===== src/rtl/spi_tl_defs.sv =====
// Shared frame layout, opcode bit positions and FSM encoding for the
// traffic-light SPI slave.
package spi_tl_defs;
   localparam int FRAME_LEN   = 16;
   localparam int CMD_LEN     = 8;
   localparam int CNT_W       = $clog2(FRAME_LEN + 1);

   localparam int CMD_RW      = 7;
   localparam int CMD_ADDR_HI = 6;
   localparam int CMD_ADDR_LO = 5;
   localparam int CMD_RSV_HI  = 4;
   localparam int CMD_RSV_LO  = 3;
   localparam int CMD_DATA_HI = 2;
   localparam int CMD_DATA_LO = 0;

   localparam logic [1:0] A_T_R_WAIT = 2'd0;
   localparam logic [1:0] A_T_G_WAIT = 2'd1;

   typedef enum logic [2:0] {
      ST_IDLE    = 3'd0,
      ST_CMD     = 3'd1,
      ST_WR      = 3'd2,
      ST_RD_WAIT = 3'd3,
      ST_DRAIN   = 3'd4
   } state_t;
endpackage


===== src/rtl/spi_slave_frame_ctrl.sv =====
// SPI slave front end: decodes 8-bit command frames into regfile write strobes
// and read handshakes, returning read data on MISO in the last bits of the frame.
module spi_slave_frame_ctrl
   import spi_tl_defs::*;
#(
   parameter int ADDR_W       = 2,
   parameter int DATA_W       = 3,
   parameter int ACK_DEADLINE = 12
) (
   input  logic              spi_sclk,
   input  logic              n_rst,
   input  logic              spi_cs_n,
   input  logic              spi_mosi,
   output logic              spi_miso,
   output logic [ADDR_W-1:0] addr,
   output logic [DATA_W-1:0] data,
   output logic              wen,
   output logic              r_en,
   output logic [ADDR_W-1:0] r_addr,
   input  logic [DATA_W-1:0] r_data,
   input  logic              ren_ack,
   output logic              frame_err
);

   localparam logic [CNT_W-1:0] CNT_LAST_CMD  = CNT_W'(CMD_LEN - 1);
   localparam logic [CNT_W-1:0] CNT_CMD_LEN   = CNT_W'(CMD_LEN);
   localparam logic [CNT_W-1:0] CNT_FULL      = CNT_W'(FRAME_LEN);
   localparam logic [CNT_W-1:0] CNT_ACK_LAST  = CNT_W'(ACK_DEADLINE - 1);
   localparam logic [CNT_W-1:0] CNT_MISO_LOAD = CNT_W'(FRAME_LEN - DATA_W - 1);
   localparam logic [CNT_W-1:0] CNT_MISO_END  = CNT_W'(FRAME_LEN - 1);

   state_t              state_q, state_nxt;
   logic [CNT_W-1:0]    bit_cnt, bit_cnt_nxt;
   logic [CMD_LEN-1:0]  cmd_sh, cmd_sh_nxt, cmd_full;
   logic [DATA_W-1:0]   rd_sh, rd_sh_nxt;
   logic [ADDR_W-1:0]   addr_nxt, r_addr_nxt;
   logic [DATA_W-1:0]   data_nxt;
   logic                wen_nxt, r_en_nxt, miso_nxt, frame_err_nxt;

   assign cmd_full = {cmd_sh[CMD_LEN-2:0], spi_mosi};

   always_ff @(posedge spi_sclk or negedge n_rst) begin
      if (!n_rst) begin
         state_q   <= ST_IDLE;
         bit_cnt   <= '0;
         cmd_sh    <= '0;
         rd_sh     <= '0;
         addr      <= '0;
         data      <= '0;
         wen       <= 1'b0;
         r_en      <= 1'b0;
         r_addr    <= '0;
         spi_miso  <= 1'b0;
         frame_err <= 1'b0;
      end else begin
         state_q   <= state_nxt;
         bit_cnt   <= bit_cnt_nxt;
         cmd_sh    <= cmd_sh_nxt;
         rd_sh     <= rd_sh_nxt;
         addr      <= addr_nxt;
         data      <= data_nxt;
         wen       <= wen_nxt;
         r_en      <= r_en_nxt;
         r_addr    <= r_addr_nxt;
         spi_miso  <= miso_nxt;
         frame_err <= frame_err_nxt;
      end
   end

   always_comb begin
      state_nxt     = state_q;
      bit_cnt_nxt   = bit_cnt;
      cmd_sh_nxt    = cmd_sh;
      rd_sh_nxt     = rd_sh;
      addr_nxt      = addr;
      data_nxt      = data;
      wen_nxt       = 1'b0;
      r_en_nxt      = r_en;
      r_addr_nxt    = r_addr;
      miso_nxt      = 1'b0;
      frame_err_nxt = frame_err;

      if (spi_cs_n) begin
         state_nxt   = ST_IDLE;
         bit_cnt_nxt = '0;
         r_en_nxt    = 1'b0;
      end else begin
         if (bit_cnt != CNT_FULL)
            bit_cnt_nxt = bit_cnt + 1'b1;
         if (bit_cnt < CNT_CMD_LEN)
            cmd_sh_nxt = cmd_full;

         case (state_q)
            ST_IDLE: begin
               frame_err_nxt = 1'b0;
               rd_sh_nxt     = '0;
               state_nxt     = ST_CMD;
            end
            ST_CMD: begin
               if (bit_cnt == CNT_LAST_CMD) begin
                  if (cmd_full[CMD_RSV_HI:CMD_RSV_LO] != '0) begin
                     frame_err_nxt = 1'b1;
                     state_nxt     = ST_DRAIN;
                  end else if (cmd_full[CMD_RW]) begin
                     addr_nxt  = cmd_full[CMD_ADDR_HI:CMD_ADDR_LO];
                     data_nxt  = cmd_full[CMD_DATA_HI:CMD_DATA_LO];
                     wen_nxt   = 1'b1;
                     state_nxt = ST_WR;
                  end else begin
                     r_addr_nxt = cmd_full[CMD_ADDR_HI:CMD_ADDR_LO];
                     r_en_nxt   = 1'b1;
                     state_nxt  = ST_RD_WAIT;
                  end
               end
            end
            ST_WR: state_nxt = ST_DRAIN;
            ST_RD_WAIT: begin
               // An ack on the deadline edge still wins over the timeout.
               if (ren_ack) begin
                  rd_sh_nxt = r_data;
                  r_en_nxt  = 1'b0;
                  state_nxt = ST_DRAIN;
               end else if (bit_cnt == CNT_ACK_LAST) begin
                  rd_sh_nxt     = '0;
                  r_en_nxt      = 1'b0;
                  frame_err_nxt = 1'b1;
                  state_nxt     = ST_DRAIN;
               end
            end
            default: state_nxt = ST_DRAIN;
         endcase

         // Response bits are launched one edge ahead of the master's sample edge.
         if (bit_cnt >= CNT_MISO_LOAD && bit_cnt < CNT_MISO_END) begin
            miso_nxt  = rd_sh[DATA_W-1];
            rd_sh_nxt = {rd_sh[DATA_W-2:0], 1'b0};
         end
      end
   end

endmodule


===== config.mk =====
export PLATFORM = sky130hd
export DESIGN_NAME = spi_slave_frame_ctrl
export DESIGN_NICKNAME = d
export VERILOG_FILES = /design/src/rtl/spi_tl_defs.sv /design/src/rtl/spi_slave_frame_ctrl.sv
export SDC_FILE = /design/constraint.sdc
export NUM_CORES = 1
export LEC_CHECK = 0
export CAP_MARGIN = 10
export CORE_ASPECT_RATIO = 0.5
export CORE_UTILIZATION = 32
export CTS_BUF_LIST = sky130_fd_sc_hd__clkbuf_4
export DETAILED_ROUTE_END_ITERATION = 10
export GPL_TIMING_DRIVEN = 0
export SLEW_MARGIN = 20
export SYNTH_ARGS = -nofsm -noshare
export SYNTH_HDL_FRONTEND = slang
export SYNTH_SLANG_ARGS = --single-unit

===== constraint.sdc =====
create_clock -name spi_sclk -period 1.95 [get_ports spi_sclk]
set_input_delay 0.39 -clock spi_sclk [delete_from_list [all_inputs] [get_ports spi_sclk]]
set_output_delay 0.39 -clock spi_sclk [all_outputs]
set_load 0.01 [all_outputs]

# ---- Word level (Yosys, flattened, before mapping)
# Index checks and enable logic that the tools add are counted.
dict set report op_classes {
  eq_ne 14
  reduce_logical 14
  n_addsub 1
  n_bitwise 3
  n_lt_le_gt_ge 3
  n_mux 32
}
# op count
set ops {}
lappend ops {{3-bit two-way mux} 8}
lappend ops {{1-bit two-way mux} 18}
lappend ops {{5-bit AND reduction} 3}
lappend ops {{5-bit by 4-bit < comparator with 1-bit output, second input constant} 2}
lappend ops {{5-bit two-way mux} 2}
lappend ops {{3-bit != test, second input constant} 3}
lappend ops {{3-bit one-hot mux with 3 select lines} 1}
lappend ops {{3-bit nonzero test} 3}
lappend ops {{2-bit != test, second input constant} 4}
lappend ops {{4-bit != test, second input constant} 2}
lappend ops {{3-bit one-hot mux with 2 select lines} 1}
lappend ops {{6-bit AND reduction} 1}
lappend ops {{5-bit by 1-bit adder with 5-bit output, second input constant} 1}
lappend ops {{5-bit by 3-bit == test with 1-bit output, second input constant} 1}
lappend ops {{5-bit by 4-bit == test with 1-bit output, second input constant} 1}
lappend ops {{5-bit by 4-bit >= comparator with 1-bit output, second input constant} 1}
lappend ops {{5-bit != test, second input constant} 1}
lappend ops {{2-bit AND reduction} 2}
lappend ops {{2-bit nonzero test} 2}
lappend ops {{3-bit by 1-bit == test with 1-bit output, second input constant} 1}
lappend ops {{3-bit by 2-bit == test with 1-bit output, second input constant} 1}
lappend ops {{3-bit logical NOT} 1}
lappend ops {{1-bit inverter} 3}
lappend ops {{1-bit one-hot mux with 3 select lines} 1}
lappend ops {{other kinds (3)} 3}
dict set report word_totals {
  in_bits 8
  register_bits 29
  word_cells 78
}

# ---- Depth between registers and ports, before layout
# Gate-level depths: netlist of the first run.
dict set report logic_depth {
  depth_word 5
  mapped_depth 6
  depth_no_buf 6
}

# ---- Worst setup path after synthesis of the first run
# No wires, ideal clock.
dict set report synth_path {
  path_type {reg-to-reg}
  from {register bit_cnt[1]}
  to {register data[0]}
  path_slack_ps 178
  arrival_time_ps 1647
  path_buffers 0
  stages_incl_launch_ff 6
  setup_ps 125
  path_cell_list {dfrtp_1 ha_1 and4bb_4 nand4b_4 nor3b_4 mux2_2}
}
dict set report synth_between {
  elab_chain_len 2
}
# element line
set synth_rtl {}
lappend synth_rtl {{from (decl)} spi_slave_frame_ctrl.sv:33} ;# logic [CNT_W-1:0] bit_cnt, bit_cnt_nxt;
lappend synth_rtl {{from (signal assigned)} spi_slave_frame_ctrl.sv:57} ;# bit_cnt <= bit_cnt_nxt;
lappend synth_rtl {{5-bit by 3-bit == test with 1-bit output} spi_slave_frame_ctrl.sv:100} ;# if (bit_cnt == CNT_LAST_CMD) begin
lappend synth_rtl {{5-bit AND reduction (no source line)} n/a}
lappend synth_rtl {{to (signal assigned)} spi_slave_frame_ctrl.sv:61} ;# data <= data_nxt;
lappend synth_rtl {{to (decl)} spi_slave_frame_ctrl.sv:16} ;# output logic [DATA_W-1:0] data,
# Every way passes these cells.
# A chain may end at the register's enable or synchronous reset.

# ---- Worst setup path after layout of the first run
dict set report layout_path {
  from {register bit_cnt[0]}
  to {register data[2]}
}
# The elaborated chain is that of the path after synthesis.

==> results of run 1 <==
==> sequential cells by signal, indices dropped and copies added (netlist names), 2 cells and up <==
register,flops
addr,2
bit_cnt,5
cmd_sh,7
data,3
r_addr,2
rd_sh,3
state_q,3
==> routing by layer <==
metal	GRT usage [%]	vias to the layer above	wire length, um
met5	0	-	0
met4	6.72	0	8
met3	4.25	2	102
met2	17.7	21	1170
met1	17.1	479	1220
li1	-	466	-
==> worst max-delay path by stage <==
| stage | startpoint | endpoint | slack (ns) | cells past startpoint |
|---|---|---|---|---|
| finish | bit_cnt[0] | data[2] | 0.09 | 6 |
| global route | bit_cnt[1] | data[2] | 0.003 | 6 |
| CTS | bit_cnt[1] | data[2] | 0.01 | 5 |
| detailed placement | ren_ack | rd_sh[1] | -0.004 | 4 |
| global placement | n_rst | rd_sh[1] | -0.05 | 1 |
| floorplan | bit_cnt[1] | data[0] | 0.18 | 5 |
==> area by class of cell <==
| type | count | area share, % |
|---|---|---|
| tap | 54 | 3.94 |
| clock buffer | 5 | 2.19 |
| clock inverter | 3 | 1.02 |
| sequential | 29 | 42.4 |
| multi-input combinational | 73 | 36.2 |
| inverter | 7 | 1.53 |
| buffer | 5 | 1.75 |
| timing repair buffer | 20 | 11.0 |
==> cells by family after synthesis <==
kind of cell               after synthesis  synth area share, %
xor gates and xnor gates                 5                 3.14
buffers and inverters                   12                 4.03
and+or+nand+nor                         33                 17.1
adders and majority gates                2                 1.79
muxes                                   17                 14.2
DFF                                     29                 52.0
AOI/OAI and AO/OA                       16                 7.80
==> where the power goes <==
part | internal, mW | switching [mW] | total, mW
registers | 0.656 | 0.0526 | 0.709
clock network | 0.136 | 0.230 | 0.365
logic | 0.101 | 0.0823 | 0.184
total | 0.893 | 0.365 | 1.26
==> cell usage in the layout (no fill, tap or decap), drive strengths merged, types with 4 or more instances in the layout <==
cell            n
dfrtp          29
clkdlybuf4s50  16
mux2           16
nor2            8
clkbuf          8
inv             7
buf             6
xnor2           4
a21oi           4
nor3            4
==> metrics by stage <==
| step | std cells | util (%) |
|---|---|---|
| 3_5_place_dp | 185 | 40.3 |
| 4_1_cts | 193 | 41.6 |
| 2_1_floorplan | 114 | - |
| 6_report | 196 | 42.4 |
| 5_1_grt | 196 | 42.4 |
| 3_3_place_gp | 185 | 40.4 |
==> what timing repair did <==
action / in CTS / in global routing
resized for setup: 0 / 3
buffers inserted: 0 / 3
pin swaps: 1 / 1
endpoints found under the setup margin: 4 / 8
==> results.sh, run 1 <==
export IMPL_cts_max_level=2
export IMPL_n_antenna_cell=0
export IMPL_grt_max_degree=30
export IMPL_synthesis_nets=124
export IMPL_cts_buffers=5
export IMPL_cp_top_family="simple AND/OR/NAND/NOR gates"
export IMPL_post_drt_wl_per_cell_um=12.7
export IMPL_min_path_type="in2async"
export IMPL_hold_buffers=0
export IMPL_antenna_found_initial=0
export IMPL_finalMaxSlewViolations=0
export IMPL_finalInstanceArea_sq_um=1710
export IMPL_multi_input_area_sq_um=621
export IMPL_dieWidth_um=95.4
export IMPL_ys_types=40
export IMPL_status="finished, final reports clean"
export IMPL_ir_drop_v=0.000319
export IMPL_setup_slack_ns=0.0887
export IMPL_drt_wl_total_mm=2.50
export IMPL_place_congestion=0.804
export IMPL_synth_common_cells="29 x dfrtp_1, 14 x mux2_2, 8 x nor2_1"
export IMPL_drc=0
export IMPL_drt_iter0_drc=65
export IMPL_ys_warn_count=0
export IMPL_clk_latency_ns=0.33
export IMPL_grt_usage_pct=12.6
export IMPL_drv_cap=0
export IMPL_syn_area_sq_um=1400
export IMPL_fmax_mhz=537
export IMPL_cts_root_buf="clkbuf_4"
export IMPL_end_kind="flip-flop"
export IMPL_crit_fanout=6
export IMPL_slowest_stage="dfrtp_1"
export IMPL_worstSetupStartpointType="flip-flop"
export IMPL_rr_startpoint="bit_cnt[0]"
export IMPL_grt_overflow=0
export IMPL_slew_headroom_pct=56.1
export IMPL_setup_violations=0
export IMPL_leakagePower_nw=0.760
export IMPL_ys_seq_area_share_pct=52.0
export IMPL_ioPinCount=19
export IMPL_power_density_nw_per_um2=734
export IMPL_place_area_sq_um=1630
export IMPL_power_mw=1.26
export IMPL_required_ns=2.17
export IMPL_worst_pin_slew_ns=0.658
export IMPL_place_hpwl_mm=1.71
export IMPL_numPortBuffers=17
export IMPL_regArea_sq_um=726
export IMPL_ff2ff_path_depth=6
export IMPL_async_flop_share_pct=100
export IMPL_drt_first_pass_iters=6
export IMPL_final_hold_violation_count=0
export IMPL_synthToLayoutAreaGrowth_pct=22.7
export IMPL_fill_cells=394
export IMPL_via_count=968
export IMPL_synthTopCellsByArea="dfrtp_1 52%, mux2_2 11%, xnor2_1 2.5%"
export IMPL_place_ws_ns=-0.00398
export IMPL_path_class="reg2reg"
export IMPL_yosys_area_top_type="dfrtp_1"
export IMPL_reg2reg_setup_slack_ns=0.09
export IMPL_r2r_end="data[2]"
export IMPL_core_area_sq_um=4040
export IMPL_die_h_um=48.7
export IMPL_hold_slack_ns=0.0730
export IMPL_layout_min_cycle_time_ns=1.86
export IMPL_grt_pass1_wl_mm=4.34
export IMPL_synth_top_area_share_pct=52.0
export IMPL_dieArea_sq_um=4650
export IMPL_clkSinkCount=29
export IMPL_synth_seq_cells=29
export IMPL_synthFlopType="dfrtp_1"
export IMPL_synth_most_common_cell="dfrtp_1"
export IMPL_drtAntennaViolNets=0
export IMPL_drive_above_1_share_pct=26.8
export IMPL_grt_pass1_vias=897
export IMPL_initial_core_util_pct=34.5
export IMPL_syn_area_per_cell_sq_um=12.2
export IMPL_path_buf_inv=1
export IMPL_syn_instance_count=114
export IMPL_rows=16
export IMPL_crit_chain="ha_2 -> and4bb_4 -> nand4b_4 -> nor3b_4 -> buf_4 -> mux2_2"
export IMPL_via_per_inst=4.94
export IMPL_crit_arrival_ns=2.09
export IMPL_cts_tree="built"
export IMPL_clock_skew_ns=0.0101
export IMPL_timing_final_crit_share_pct=95.5
export IMPL_cpPeakStageDelay_ns=0.40
export IMPL_finalSetupTns_ns=0
export IMPL_grt_setup_unrepaired="false"
export IMPL_synth_edf_count=0
export IMPL_clockBufferDepth=2
export IMPL_nets=151
export IMPL_path_clk_slew_ns=0.11
Note: power is estimated with default switching activity, not from simulation.
==> run 2, diff against run 1 <==
- ABC_AREA: unset -> 1
==> run 2 against run 1 <==
Effect of this change:
- worst hold slack gained 0.0094 ns
- clock power is 35% higher
- critical path type is now reg2out
- via count grew 20%
- core utilization increased by 0.60 points
- sequential cell count unchanged
- critical endpoint is now data[0]
==> results.sh, run 2 <==
export IMPL_synth_common_cells="49 x nand2_1, 29 x dfrtp_1, 21 x inv_1"
export IMPL_via_per_inst=4.52
export IMPL_synthesis_nets=186
export IMPL_min_path_type="in2async"
export IMPL_grt_setup_unrepaired="false"
export IMPL_setup_violations=0
export IMPL_slew_headroom_pct=55.9
export IMPL_timing_final_crit_share_pct=82.8
export IMPL_grt_pass1_vias=1074
export IMPL_synth_most_common_cell="nand2_1"
export IMPL_instances_no_fill=256
export IMPL_largest_register_ffs=7
export IMPL_syn_instance_count=176
export IMPL_dp_cells=248
export IMPL_numPortBuffers=18
export IMPL_core_area_sq_um=4080
export IMPL_final_hold_violation_count=0
export IMPL_end_kind="primary output"
export IMPL_ys_seq_area_share_pct=50.7
export IMPL_synthFlopType="dfrtp_1"
export IMPL_place_area_sq_um=1680
export IMPL_rows=16
export IMPL_synthTopCellsByArea="dfrtp_1 51%, nand2_1 13%, inv_1 5.5%"
export IMPL_hold_slack_ns=0.0824
export IMPL_finalMaxSlewViolations=0
export IMPL_slowest_stage="clkdlybuf4s50_1"
export IMPL_layout_common_cells="49 x nand2_1, 29 x dfrtp_1, 21 x inv_1, 19 x nor2_1, 17 x clkdlybuf4s50_1"
export IMPL_finalInstanceArea_sq_um=1750
export IMPL_synth_seq_cells=29
export IMPL_post_cts_buffers=0
export IMPL_power_density_nw_per_um2=902
export IMPL_ys_warn_count=0
export IMPL_clkSinkCount=29
export IMPL_synthToLayoutAreaGrowth_pct=22.4
export IMPL_dieWidth_um=96.6
export IMPL_drtAntennaViolNets=0
export IMPL_clock_skew_ns=0.0102
export IMPL_drv_cap=0
export IMPL_worstSetupStartpointType="flip-flop"
export IMPL_path_clk_slew_ns=0.10
export IMPL_drt_iter0_drc=43
export IMPL_crit_chain="clkdlybuf4s50_1"
export IMPL_ioPinCount=19
export IMPL_dieArea_sq_um=4770
export IMPL_die_h_um=49.3
export IMPL_grt_usage_pct=13.1
export IMPL_crit_fanout=2
export IMPL_layout_min_cycle_time_ns=1.62
export IMPL_final_common_cell="nand2_1"
export IMPL_drt_wl_total_mm=2.72
export IMPL_place_congestion=0.818
export IMPL_nets=211
export IMPL_ys_types=24
export IMPL_worst_pin_slew_ns=0.661
export IMPL_antenna_found_initial=0
export IMPL_cts_resized=0
export IMPL_clockBufferDepth=2
export IMPL_synth_top_area_share_pct=50.7
export IMPL_initial_core_util_pct=35.1
export IMPL_hold_buffers=0
export IMPL_required_ns=1.56
export IMPL_path_buf_inv=1
export IMPL_crit_arrival_ns=1.23
export IMPL_path_class="reg2out"
export IMPL_cpPeakStageDelay_ns=0.54
export IMPL_cts_root_buf="clkbuf_4"
export IMPL_grt_max_degree=30
export IMPL_syn_area_sq_um=1430
export IMPL_finalSetupTns_ns=0
export IMPL_leakagePower_nw=0.874
export IMPL_regMostFlops="cmd_sh"
export IMPL_fmax_mhz=619
export IMPL_drive_above_1_share_pct=11.9
export IMPL_async_flop_share_pct=100
export IMPL_grt_overflow=0
export IMPL_clk_latency_ns=0.33
export IMPL_place_hpwl_mm=2.00
export IMPL_drt_first_pass_iters=4
export IMPL_syn_area_per_cell_sq_um=8.14
export IMPL_cts_buffers=5
export IMPL_ir_drop_v=0.000376
export IMPL_status="finished, final reports clean"
export IMPL_top_regs="cmd_sh x7, bit_cnt x5"
export IMPL_via_count=1157
export IMPL_post_drt_wl_per_cell_um=10.6
export IMPL_cp_top_family="buffers and inverters"
export IMPL_grt_pass1_wl_mm=4.85
export IMPL_drc=0
export IMPL_cts_tree="built"
export IMPL_cts_max_level=2
export IMPL_n_antenna_cell=0
export IMPL_fill_cells=434
export IMPL_yosys_area_top_type="dfrtp_1"
export IMPL_synth_edf_count=0
run 2: changes by cell type after synthesis, sizes merged, moves of 3 or more:
| cell | change |
|---|---|
| clkbuf | -3 |
| inv | +15 |
| mux2 | -15 |
| nand2 | +48 |
| nand3 | +13 |
| nand4 | +4 |
| nor2 | +14 |
| nor3b | -3 |
| o21ai | +11 |
| xnor2 | -4 |
run 2: area by class of cell:
| cell class | instances | area (sq um) | share of cell area [%] |
|---|---|---|---|
| plain buffers | 4 | 28.8 | 1.64 |
| clock buffers | 6 | 45.0 | 2.57 |
| clock inverters | 2 | 33.8 | 1.93 |
| inverters | 22 | 82.6 | 4.71 |
| multi-input cells | 121 | 596 | 34.0 |
| flip-flops and latches | 29 | 726 | 41.4 |
| well taps | 54 | 67.6 | 3.85 |
| repair buffers | 18 | 175 | 9.99 |
run 2: worst reg2reg max path, cell delays in order (launching register included):
cell     delay [ns]
dfrtp_1        0.41
ha_1           0.23
nand2_2        0.08
inv_2          0.09
nand2_2        0.07
nor2_1         0.08
nand4_1        0.13
buf_6          0.19
nand2_1        0.08
o21ai_2        0.05
run 2: per-layer routing:
| layer | wire length, um | vias up | track usage (%) |
|---|---|---|---|
| met4 | 50 | 0 | 6.72 |
| li1 | - | 609 | - |
| met1 | 1400 | 526 | 16.8 |
| met3 | 117 | 4 | 4.58 |
| met5 | 0 | - | 0 |
| met2 | 1160 | 18 | 19.6 |
run 2: path summary, 6_finish.rpt:
kind | end | cells past startpoint | from | slack, ns
worst max-delay path | data[0] | 1 | data[0] | 0.33
worst min-delay path | bit_cnt[3] | 1 | n_rst | 0.08
worst max register to register | data[0] | 9 | bit_cnt[0] | 0.45
worst min register to register | rd_sh[0] | 2 | rd_sh[0] | 0.48
max in group asynchronous | frame_err | 1 | n_rst | 1.44
min in group spi_sclk | rd_sh[0] | 2 | rd_sh[0] | 0.48
run 2: per-stage QoR:
step	setup WS (ns)	utilization (%)	power, mW
3_5_place_dp	0.0894	41.0	1.10
5_1_grt	0.249	43.0	1.69
6_report	0.335	43.0	1.58
2_1_floorplan	0.606	-	0.977
4_1_cts	0.308	43.0	1.60
3_3_place_gp	-0.0309	41.1	1.10
run 2: kinds of logic (layout without fill, tap and decap cells):
group,after synthesis,in the layout,synth area share (%)
and+or+nand+nor,97,97,29.7
AOI/OAI and AO/OA,19,19,8.12
muxes,1,1,0.786
DFF,29,29,50.7
adders and majority gates,2,2,1.75
buffers and inverters,26,52,7.77
xor gates and xnor gates,2,2,1.22
run 2: power breakdown:
part | internal, mW | leakage, nW | switching, mW
logic | 0.144 | 0.444 | 0.225
clock network | 0.281 | 0.0433 | 0.213
registers | 0.667 | 0.387 | 0.0518
